<file path="config.mk">
export PLATFORM = sky130hd
export DESIGN_NAME = lap_stopwatch
export DESIGN_NICKNAME = d
export VERILOG_FILES = /design/src/rtl/stopwatch_pkg.sv /design/src/rtl/lap_fifo.sv /design/src/rtl/pos_edge_det.sv /design/src/rtl/lap_stopwatch.sv
export SDC_FILE = /design/constraint.sdc
export NUM_CORES = 1
export LEC_CHECK = 0
export BUFFER_PORTS_ARGS = -buffer_cell sky130_fd_sc_hd__buf_2
export CORE_MARGIN = 10
export CORE_UTILIZATION = 62
export CTS_BUF_LIST = sky130_fd_sc_hd__clkbuf_4
export CTS_CLUSTER_SIZE = 10
export DETAILED_ROUTE_END_ITERATION = 16
export PLACE_DENSITY = 0.87
export RECOVER_POWER = 50
export SYNTH_ARGS = -nofsm -noshare
export SYNTH_HDL_FRONTEND = slang
export SYNTH_SLANG_ARGS = --single-unit
</file>
<file path="constraint.sdc">
create_clock -name clk -period 4.5 [get_ports clk]
set_input_delay 0.675 -clock clk [delete_from_list [all_inputs] [get_ports clk]]
set_output_delay 0.675 -clock clk [all_outputs]
set_load 0.02 [all_outputs]
</file>
<file path="src/rtl/stopwatch_pkg.sv">
// Shared types and limits for the lap stopwatch: time record, FSM states, field maxima.
package stopwatch_pkg;

    localparam int unsigned MS_MAX     = 999;
    localparam int unsigned SEC_MAX    = 59;
    localparam int unsigned MIN_MAX    = 59;
    localparam int unsigned TICK_HZ    = 1000;
    localparam int unsigned HOUR_W_MAX = 8;

    typedef struct packed {
        logic [HOUR_W_MAX-1:0] hour;
        logic [5:0]            min;
        logic [5:0]            sec;
        logic [9:0]            ms;
    } time_t;

    typedef enum logic {
        IDLE = 1'b0,
        RUN  = 1'b1
    } sw_state_t;

    function automatic logic is_zero(input time_t t);
        return (t == '0);
    endfunction

    function automatic logic is_one_ms(input time_t t);
        return (t.hour == '0) && (t.min == 6'd0) && (t.sec == 6'd0) && (t.ms == 10'd1);
    endfunction

endpackage

</file>
<file path="src/rtl/lap_fifo.sv">
// Synchronous FIFO with registered head; a push and pop in the same cycle both succeed even when full.
module lap_fifo #(
    parameter int unsigned WIDTH = 27,
    parameter int unsigned DEPTH = 4
) (
    input  logic             clk,
    input  logic             reset,
    input  logic             flush,
    input  logic             push,
    input  logic [WIDTH-1:0] push_data,
    input  logic             pop,
    output logic             full_c,
    output logic             valid,
    output logic [WIDTH-1:0] head
);

    localparam int unsigned PTR_W = $clog2(DEPTH);
    localparam int unsigned CNT_W = PTR_W + 1;

    logic [WIDTH-1:0] mem_q [DEPTH];
    logic [PTR_W-1:0] wr_q, wr_d;
    logic [PTR_W-1:0] rd_q, rd_d;
    logic [CNT_W-1:0] count_q, count_d;
    logic             valid_q, valid_d;
    logic [WIDTH-1:0] head_q, head_d;
    logic             do_push_c;
    logic             do_pop_c;

    assign full_c = (count_q == CNT_W'(DEPTH));

    always_comb begin
        do_pop_c  = pop && (count_q != '0) && !flush;
        do_push_c = push && (!full_c || do_pop_c) && !flush;
        wr_d      = wr_q + PTR_W'(do_push_c);
        rd_d      = rd_q + PTR_W'(do_pop_c);
        count_d   = count_q + CNT_W'(do_push_c) - CNT_W'(do_pop_c);
        valid_d   = (count_d != '0);
        // A push into an (effectively) empty FIFO becomes the head directly.
        if (count_d == '0) begin
            head_d = '0;
        end else if (do_push_c && ((count_q - CNT_W'(do_pop_c)) == '0)) begin
            head_d = push_data;
        end else begin
            head_d = mem_q[rd_d];
        end
        if (flush) begin
            wr_d    = '0;
            rd_d    = '0;
            count_d = '0;
            valid_d = 1'b0;
            head_d  = '0;
        end
    end

    always_ff @(posedge clk) begin
        if (do_push_c) begin
            mem_q[wr_q] <= push_data;
        end
    end

    always_ff @(posedge clk) begin
        if (reset) begin
            wr_q    <= '0;
            rd_q    <= '0;
            count_q <= '0;
            valid_q <= 1'b0;
            head_q  <= '0;
        end else begin
            wr_q    <= wr_d;
            rd_q    <= rd_d;
            count_q <= count_d;
            valid_q <= valid_d;
            head_q  <= head_d;
        end
    end

    assign valid = valid_q;
    assign head  = head_q;

endmodule

</file>
<file path="src/rtl/pos_edge_det.sv">
// Rising-edge detector: registered one-cycle pulse, one cycle after the input rises.
module pos_edge_det (
    input  logic clk,
    input  logic reset,
    input  logic din,
    output logic pulse
);

    logic prev_q;
    logic pulse_q;
    logic pulse_d;

    always_comb begin
        pulse_d = din & ~prev_q;
    end

    // History tracks the live level during reset so a button held across release is not an edge.
    always_ff @(posedge clk) begin
        if (reset) begin
            prev_q  <= din;
            pulse_q <= 1'b0;
        end else begin
            prev_q  <= din;
            pulse_q <= pulse_d;
        end
    end

    assign pulse = pulse_q;

endmodule

</file>
<file path="src/rtl/lap_stopwatch.sv">
// Stopwatch/timer with hour field, up/down modes and a lap FIFO, advanced by an internal 1 kHz enable.
module lap_stopwatch
    import stopwatch_pkg::*;
#(
    parameter  int unsigned CLK_FREQ_HZ = 1000,
    parameter  int unsigned MAX_HOURS   = 24,
    parameter  int unsigned LAP_DEPTH   = 4,
    localparam int unsigned HOUR_W      = $clog2(MAX_HOURS),
    localparam int unsigned LAP_W       = HOUR_W + 22
) (
    input  logic              clk,
    input  logic              reset,
    input  logic              start,
    input  logic              stop,
    input  logic              lap,
    input  logic              clear,
    input  logic              count_down,
    input  logic [HOUR_W-1:0] preset_hour,
    input  logic [5:0]        preset_min,
    input  logic [5:0]        preset_sec,
    output logic [HOUR_W-1:0] hour_out,
    output logic [5:0]        min_out,
    output logic [5:0]        sec_out,
    output logic [9:0]        ms_out,
    output logic              running,
    output logic              expired,
    output logic              lap_valid,
    output logic [LAP_W-1:0]  lap_data,
    input  logic              lap_ready,
    output logic              lap_overflow
);

    localparam int unsigned DIV       = CLK_FREQ_HZ / TICK_HZ;
    localparam int unsigned PRESC_W   = (DIV > 1) ? $clog2(DIV) : 1;
    localparam int unsigned HOUR_LAST = MAX_HOURS - 1;

    sw_state_t          state_q, state_d;
    time_t              time_q, time_d;
    logic               mode_q, mode_d;
    logic [PRESC_W-1:0] presc_q, presc_d;
    logic               expired_q, expired_d;
    logic               overflow_q, overflow_d;

    logic start_ev, stop_ev, lap_ev, clear_ev;
    logic tick_c;
    logic fifo_push_c, fifo_pop_c, fifo_flush_c, fifo_full_c;
    logic [LAP_W-1:0] lap_word_c;
    time_t time_up_c, time_dn_c, preset_c;

    pos_edge_det u_start_det (.clk(clk), .reset(reset), .din(start), .pulse(start_ev));
    pos_edge_det u_stop_det  (.clk(clk), .reset(reset), .din(stop),  .pulse(stop_ev));
    pos_edge_det u_lap_det   (.clk(clk), .reset(reset), .din(lap),   .pulse(lap_ev));
    pos_edge_det u_clear_det (.clk(clk), .reset(reset), .din(clear), .pulse(clear_ev));

    lap_fifo #(
        .WIDTH (LAP_W),
        .DEPTH (LAP_DEPTH)
    ) u_lap_fifo (
        .clk       (clk),
        .reset     (reset),
        .flush     (fifo_flush_c),
        .push      (fifo_push_c),
        .push_data (lap_word_c),
        .pop       (fifo_pop_c),
        .full_c    (fifo_full_c),
        .valid     (lap_valid),
        .head      (lap_data)
    );

    assign tick_c     = (state_q == RUN) && (presc_q == PRESC_W'(DIV - 1));
    assign fifo_pop_c = lap_ready && lap_valid;
    assign lap_word_c = {time_q.hour[HOUR_W-1:0], time_q.min, time_q.sec, time_q.ms};

    // Presets are clamped so a loaded field never starts above its limit.
    always_comb begin
        preset_c      = '0;
        preset_c.hour = (8'(preset_hour) > 8'(HOUR_LAST)) ? 8'(HOUR_LAST) : 8'(preset_hour);
        preset_c.min  = (preset_min > 6'(MIN_MAX)) ? 6'(MIN_MAX) : preset_min;
        preset_c.sec  = (preset_sec > 6'(SEC_MAX)) ? 6'(SEC_MAX) : preset_sec;
    end

    // Count-up successor: compare with the limit first, then wrap or increment.
    always_comb begin
        time_up_c = time_q;
        if (time_q.ms == 10'(MS_MAX)) begin
            time_up_c.ms = '0;
            if (time_q.sec == 6'(SEC_MAX)) begin
                time_up_c.sec = '0;
                if (time_q.min == 6'(MIN_MAX)) begin
                    time_up_c.min = '0;
                    if (time_q.hour == 8'(HOUR_LAST)) begin
                        time_up_c.hour = '0;
                    end else begin
                        time_up_c.hour = time_q.hour + 8'd1;
                    end
                end else begin
                    time_up_c.min = time_q.min + 6'd1;
                end
            end else begin
                time_up_c.sec = time_q.sec + 6'd1;
            end
        end else begin
            time_up_c.ms = time_q.ms + 10'd1;
        end
    end

    // Count-down successor with borrows.
    always_comb begin
        time_dn_c = time_q;
        if (time_q.ms == 10'd0) begin
            time_dn_c.ms = 10'(MS_MAX);
            if (time_q.sec == 6'd0) begin
                time_dn_c.sec = 6'(SEC_MAX);
                if (time_q.min == 6'd0) begin
                    time_dn_c.min = 6'(MIN_MAX);
                    if (time_q.hour == '0) begin
                        time_dn_c.hour = 8'(HOUR_LAST);
                    end else begin
                        time_dn_c.hour = time_q.hour - 8'd1;
                    end
                end else begin
                    time_dn_c.min = time_q.min - 6'd1;
                end
            end else begin
                time_dn_c.sec = time_q.sec - 6'd1;
            end
        end else begin
            time_dn_c.ms = time_q.ms - 10'd1;
        end
    end

    always_comb begin
        state_d      = state_q;
        time_d       = time_q;
        mode_d       = mode_q;
        presc_d      = presc_q;
        expired_d    = 1'b0;
        overflow_d   = overflow_q;
        fifo_push_c  = 1'b0;
        fifo_flush_c = 1'b0;

        if (tick_c) begin
            if (!mode_q) begin
                time_d = time_up_c;
            end else if (is_one_ms(time_q)) begin
                time_d    = '0;
                state_d   = IDLE;
                expired_d = 1'b1;
            end else begin
                time_d = time_dn_c;
            end
        end

        // Lap captures the pre-tick registered time.
        if (lap_ev && (state_q == RUN)) begin
            fifo_push_c = 1'b1;
            if (fifo_full_c && !fifo_pop_c) begin
                overflow_d = 1'b1;
            end
        end

        if (stop_ev) begin
            state_d = IDLE;
        end else if (start_ev && (state_q == IDLE)) begin
            if (!(count_down && is_zero(time_q))) begin
                state_d = RUN;
                mode_d  = count_down;
            end
        end

        if (clear_ev) begin
            state_d      = IDLE;
            time_d       = preset_c;
            expired_d    = 1'b0;
            overflow_d   = 1'b0;
            fifo_push_c  = 1'b0;
            fifo_flush_c = 1'b1;
        end

        if ((state_q == RUN) && (state_d == RUN)) begin
            presc_d = tick_c ? '0 : presc_q + PRESC_W'(1);
        end else begin
            presc_d = '0;
        end
    end

    always_ff @(posedge clk) begin
        if (reset) begin
            state_q    <= IDLE;
            time_q     <= '0;
            mode_q     <= 1'b0;
            presc_q    <= '0;
            expired_q  <= 1'b0;
            overflow_q <= 1'b0;
        end else begin
            state_q    <= state_d;
            time_q     <= time_d;
            mode_q     <= mode_d;
            presc_q    <= presc_d;
            expired_q  <= expired_d;
            overflow_q <= overflow_d;
        end
    end

    assign hour_out     = time_q.hour[HOUR_W-1:0];
    assign min_out      = time_q.min;
    assign sec_out      = time_q.sec;
    assign ms_out       = time_q.ms;
    assign running      = (state_q == RUN);
    assign expired      = expired_q;
    assign lap_overflow = overflow_q;

endmodule
</file>
==> run summary, run 1 <==
Fin util -> 0.6804
Mapped cell area -> 8941 µm²
R2R Path End -> u_lap_fifo.head[10]
Final min period -> 3.298 ns
# hold bufs at CTS -> 0
Status -> completed
Worst clock skew -> 0.02892 ns
DR vias/cell -> 6.418
Placeable Area -> 13990 µm²
Antenna Violating Nets Remaining -> 0
Count leader, synth -> edfxtp_1
Fin. Hold Viols -> 0
R2R Setup Slk -> 1.20 ns
Setup Buffers After CTS -> 0
Area Growth Syn to Fin -> 6.451%
Initial Util -> 0.6392
Fin area -> 9518 µm²
Final net count -> 856
Crit path buf inv count -> 2
CP max-delay cell -> o31ai_4
Slew Viols, Final -> 0
Pwr dens -> 305.8 nW/µm²
Slew headroom -> 0.06065
Seq cells post-synth -> 186
Avg Cell Area, Syn -> 11.58 µm²
Critical Path Fanout Max -> 19
Total grt overflow -> 0
Max Cap Viol -> 0
Clock Pin Slew Worst Setup and Hold Paths -> 0.13 ns
Post-DP HPWL -> 14140 µm
Initial detailed-routing violation count -> 603
Final GP Congestion -> 0.9491
Critical path arrival -> 3.76 ns
Slowest stage delay, CP -> 0.60 ns
Io pins -> 83
Die Y -> 140.1 µm
Clock sinks -> 186
Ys async rst share -> 0
CP Data Required Time -> 4.96 ns
CTS resizes -> 0
Post-Route WL -> 20850 µm
Vias in the first global route -> 6204
Number of synthesized flops with an enable pin -> 108
Post-synth top area share -> 0.3627
Unrepaired setup endpoints after global routing -> no
Hold path startpoint -> clear
Worst path top cell family by delay -> simple AND/OR/NAND/NOR gates
Multi-input logic area -> 3661 µm²
CTS max path bufs -> 2
Largest cells by area after synthesis -> edfxtp_1 36%, dfxtp_1 17%, mux4_2 6.8%
Filler cells -> 1090
Startpoint Class -> flip-flop
Worst-Skew Late Latency -> 0.58 ns
Vias -> 6444
Global-route wire length before repair -> 32770 µm
Port buffer count -> 82
DRT Pass-1 Iters -> 5
CP Cell Sequence -> inv_1 -> and4_1 -> nor3_1 -> ha_1 -> fa_1 -> o31ai_4 -> buf_4 -> nor2_1
Fraction of layout cells with a size suffix above 1 -> 0.1580
Residual DRC -> 0
Hold Path Stages -> 1
P_leak -> 0.003194 µW
Gr usage total -> 0.2079
CP Capture Type -> flip-flop
Post-Syn Nets -> 818
Setup-failing EPs final -> 0
Sequential share of the synthesized area -> 0.5374
Most frequent cells after synthesis -> 108 x edfxtp_1, 78 x dfxtp_1, 74 x nor2_1
FMAX -> 303.2 MHz
Max IR drop VDD -> 0.0002152 V
Hold path endpoint -> u_clear_det.prev_q
Floorplan row count -> 43
Largest net degree at the start of global routing -> 34
Synth warn -> 0
H-tree Lvls -> 4
Area of the die -> 19620 µm²
Setup TNS -> 0 ns
Crit Path Category -> flip-flop to flip-flop
Top FF cell, synth -> edfxtp_1
Tightest Hold Check Type -> primary input to flip-flop
Num CTS Buffers -> 17
DP Area -> 9303 µm²
WL/cell -> 20.77 µm
Initial antenna violation count -> 1
Yosys top cell by area -> edfxtp_1
Final period util -> 0.7329
RR Startpoint -> u_lap_fifo.count_q[1]
Synth unique cells -> 73
Reg2Reg Depth -> 8
Die X-Extent -> 140.1 µm
Reg area -> 4805 µm²
Clk root buf -> clkbuf_4
CTS tree -> done
Tightest Pin Transition -> 1.409 ns
Post-Syn Instances -> 772
==> routing by layer <==
layer,GRT usage,share of wire,up-vias
li1,-,-,2931
met1,0.2593,0.40,3124
met4,0.09348,0.029,0
met2,0.3328,0.49,341
met3,0.05443,0.086,48
met5,0,0,-
==> power by group <==
group	internal [µW]	switching [µW]
Clock	346	560
Combinational	62.5	110
Sequential	1800	31.2
Total	2210	701
==> layout make-up <==
class,instances,area share
multi-input cells,488,0.3846
inverters,21,0.008282
diodes,1,0.0002629
clock buffers,19,0.01499
well taps,180,0.02366
clock inverters,13,0.01499
repair buffers,96,0.04838
flip-flops and latches,186,0.5048
==> cells by family after synthesis <==
logic type | Yosys count | share of synthesized area
flops | 186 | 0.5374
xor+xnor | 25 | 0.02449
fa+ha+maj | 21 | 0.03023
mux | 54 | 0.09824
other cells | 1 | 0.0004194
buf+inv | 98 | 0.05667
simple gates | 237 | 0.1388
compound gates | 150 | 0.1138
==> stage by stage <==
| step | total power (µW) | worst slack (ns) | hold WS, ns | cells |
|---|---|---|---|---|
| final | 2910 | 1.202 | 0.2141 | 1004 |
| after global routing | 3013 | 0.8809 | 0.1545 | 1004 |
| after CTS | 2930 | 1.225 | 0.1635 | 1003 |
| after detailed placement | 2038 | 0.9225 | 0.3856 | 971 |
| after global placement | 2031 | 1.106 | 0.3789 | 971 |
| after floorplan | 1987 | 0.5873 | 0.3721 | 772 |
==> flip-flops by register name (all words and copies together), names as in the netlist, 2 cells and up <==
signal,count
hour_out,5
min_out,6
ms_out,10
sec_out,6
time_q,3
u_lap_fifo.count_q,3
u_lap_fifo.head,27
u_lap_fifo.mem_q,108
u_lap_fifo.rd_q,2
u_lap_fifo.wr_q,2
==> how the worst max path moves through the flow <==
stage | startpoint | endpoint | slack (ns) | cells after the start
after floorplan | lap_ready | u_lap_fifo.mem_q[0][0] | 0.59 | 4
after global placement | lap_ready | u_lap_fifo.head[1] | 1.11 | 9
after detailed placement | lap_ready | u_lap_fifo.head[9] | 0.92 | 9
after CTS | u_lap_fifo.count_q[1] | u_lap_fifo.head[9] | 1.22 | 8
after global routing | u_lap_fifo.valid | u_lap_fifo.head[12] | 0.88 | 7
final | u_lap_fifo.count_q[1] | u_lap_fifo.head[10] | 1.20 | 8
==> cells in the final DEF (no fill, tap or decap), types with 11 or more instances in the layout <==
cell type,n
a211oi_1,14
a21oi_1,28
a31oi_1,18
buf_2,34
buf_4,11
clkbuf_1,50
clkbuf_4,19
dfxtp_1,78
edfxtp_1,108
ha_1,20
inv_1,19
mux2i_1,27
mux4_2,27
nand2_1,43
nand3_1,22
nor2_1,73
nor3_1,23
o21ai_0,34
xnor2_1,11
xor2_1,13
(Power assumes the default switching activity.)
==> inputs of run 2 (changes only) <==
--- a/config.mk
+++ b/config.mk
@@ -7,11 +7,11 @@
 export LEC_CHECK = 0
 export BUFFER_PORTS_ARGS = -buffer_cell sky130_fd_sc_hd__buf_2
 export CORE_MARGIN = 10
-export CORE_UTILIZATION = 62
+export CORE_UTILIZATION = 56
 export CTS_BUF_LIST = sky130_fd_sc_hd__clkbuf_4
 export CTS_CLUSTER_SIZE = 10
 export DETAILED_ROUTE_END_ITERATION = 16
-export PLACE_DENSITY = 0.87
+export PLACE_DENSITY = 0.83
 export RECOVER_POWER = 50
 export SYNTH_ARGS = -nofsm -noshare
 export SYNTH_HDL_FRONTEND = slang
==> constraint.sdc (replaced) <==
create_clock -name clk -period 2.92 [get_ports clk]
set_input_delay 0.438 -clock clk [delete_from_list [all_inputs] [get_ports clk]]
set_output_delay 0.438 -clock clk [all_outputs]
set_load 0.02 [all_outputs]
==> run 2 against run 1 <==
Effect of this change: total power rose by 54%; largest power group unchanged; combinational power grew 76%; critical path depth stayed put; non-clock buffer count is 45 higher; global-route usage down 1.4 points; flip-flop and latch count stayed put; sequential share of layout area fell by 1.5 points; routed wire length decreased by 1.2%; register-to-register slack got worse by 0.94 ns; hold slack worse by 0.13 ns.
==> run summary, run 2 (same netlist as run 1, synthesis figures left out) <==
FMAX -> 376.0 MHz (+24%)
Fin. Hold Viols -> 0 (unchanged)
Clk root buf -> clkbuf_4
R2R Setup Slk -> 0.26 ns (-0.94 ns)
Vias -> 6461 (+0.26%)
CP Data Required Time -> 3.41 ns (-1.55 ns)
Post-Route WL -> 20590 µm (-1.2%)
Largest register FFs -> 108 (unchanged)
Fraction of layout cells with a size suffix above 1 -> 0.1659 (+0.007940)
DRT Pass-1 Iters -> 7 (+2)
Hold_ws -> 0.08203 ns (-0.1320 ns)
Hold Path Stages -> 2 (+1)
Area of the die -> 21420 µm² (+9.2%)
Area Growth Syn to Fin -> 9.796%
R2R Path End -> hour_out[2]
Worst setup path endpoint -> hour_out[2]
Port buffer count -> 82 (unchanged)
Setup crit start -> sec_out[0]
Worst clock skew -> 0.02152 ns (-0.007406 ns)
Most common cell after layout, fill and taps aside -> edfxtp_1
Critical Path Fanout Max -> 15 (-4)
Total grt overflow -> 0 (unchanged)
Die X-Extent -> 146.4 µm (+4.5%)
# hold bufs at CTS -> 4 (+4)
DR vias/cell -> 5.955 (-7.2%)
Fin area -> 9817 µm² (+3.1%)
Clock sinks -> 186 (unchanged)
Setup Buffers After CTS -> 0 (unchanged)
Initial detailed-routing violation count -> 584 (-3.2%)
CTS resizes -> 0 (unchanged)
CP Cell Sequence -> ha_1 -> nand2_1 -> or3_1 -> o311a_4 -> nor3_4 -> buf_4 -> nor2_1 -> a311oi_1
Io pins -> 83 (unchanged)
Setup-failing EPs final -> 0 (unchanged)
Pwr dens -> 455.2 nW/µm² (+49%)
Status -> completed
Setup TNS -> 0 ns (unchanged)
Unrepaired setup endpoints after global routing -> no
Clock Pin Slew Worst Setup and Hold Paths -> 0.15 ns (+0.02 ns)
Post-DP HPWL -> 14490 µm (+2.5%)
Worst path top cell family by delay -> simple AND/OR/NAND/NOR gates
Tightest Pin Transition -> 0.7563 ns (-0.6528 ns)
Floorplan row count -> 46 (+7.0%)
Slew Viols, Final -> 0 (unchanged)
Initial Util -> 0.5670 (-0.07221)
Antenna Violating Nets Remaining -> 0 (unchanged)
Placeable Area -> 15770 µm² (+13%)
CTS max path bufs -> 2 (unchanged)
P_leak -> 0.003307 µW (+3.5%)
Max IR drop VDD -> 0.0002171 V (+0.89%)
H-tree Lvls -> 4 (unchanged)
Startpoint Class -> flip-flop
CTS tree -> done
Biggest register -> u_lap_fifo.mem_q
RR Startpoint -> sec_out[0]
CP Capture Type -> flip-flop
Slew headroom -> 0.4958 (+0.4352)
DP Area -> 9648 µm² (+3.7%)
Crit Path Category -> flip-flop to flip-flop
CP max-delay cell -> dfxtp_1
Final period util -> 0.9107 (+0.1779)
Gr usage total -> 0.1937 (-0.01417)
Most frequent cells in the layout -> 108 x edfxtp_1, 78 x dfxtp_1, 74 x clkbuf_1
WL/cell -> 18.98 µm (-8.6%)
CP Depth -> 8 (unchanged)
Die Y -> 146.4 µm (+4.5%)
Slowest stage delay, CP -> 0.56 ns (-0.04 ns)
Final net count -> 901 (+5.3%)
Max Cap Viol -> 0 (unchanged)
Initial antenna violation count -> 1 (unchanged)
Critical path arrival -> 3.15 ns (-0.61 ns)
Crit path buf inv count -> 1 (-1)
Residual DRC -> 0 (unchanged)
Final GP Congestion -> 0.9307 (-1.9%)
Largest net degree at the start of global routing -> 34 (unchanged)
Global-route wire length before repair -> 33590 µm (+2.5%)
Num CTS Buffers -> 17 (unchanged)
Final min period -> 2.659 ns (-0.6385 ns)
Worst-Skew Late Latency -> 0.59 ns (about the same)
Vias in the first global route -> 6336 (+2.1%)
Reg2Reg Depth -> 8 (unchanged)
Tightest Hold Check Type -> primary input to flip-flop
run 2: changes by cell type in the layout (fill, tap and decap cells not counted), sizes merged:
cell and delta:
dlygate4sd3 +4, inv -3, clkbuf +28, buf +16
run 2: how the worst min path moves through the flow:
stage	endpoint	from
global placement	u_stop_det.pulse	u_stop_det.prev_q
detailed placement	u_stop_det.pulse	u_stop_det.prev_q
CTS	sec_out[3]	preset_sec[3]
floorplan	u_clear_det.pulse	u_clear_det.prev_q
finish	sec_out[3]	preset_sec[3]
global route	sec_out[3]	preset_sec[3]
run 2: layer usage:
metal	routed length, µm	track usage	part of all wire	vias to the layer above
li1	-	-	-	3028
met1	8913	0.2574	0.43	3102
met2	9710	0.3044	0.47	297
met3	1627	0.05099	0.079	34
met4	342	0.06006	0.017	0
met5	0	0	0	-
run 2: metrics by stage:
step           utilization  power (µW)  cells  setup slack [ns]
6_report            0.6225        4468   1085            0.2606
5_1_grt             0.6225        4648   1085           0.02775
4_1_cts             0.6314        4502   1084            0.2895
3_5_place_dp        0.6118        3161   1048            0.1818
3_3_place_gp        0.6118        3154   1048            0.2688
2_1_floorplan            -        3064    772          0.006252
run 2: power breakdown:
part / internal (µW) / switching, µW
logic: 110 / 195
clock network: 544 / 818
registers: 2770 / 27.8
run 2: final cells by class:
cell class,instances,area (µm²)
Multi-Input combinational cell,488,3671
Sequential cell,186,4805
Fill cell,1272,5953
Clock buffer,22,165.2
Clock inverter,10,103.9
Timing Repair Buffer,141,720.7
Antenna cell,1,2.502
Tap cell,216,270.3
Inverter,21,78.83
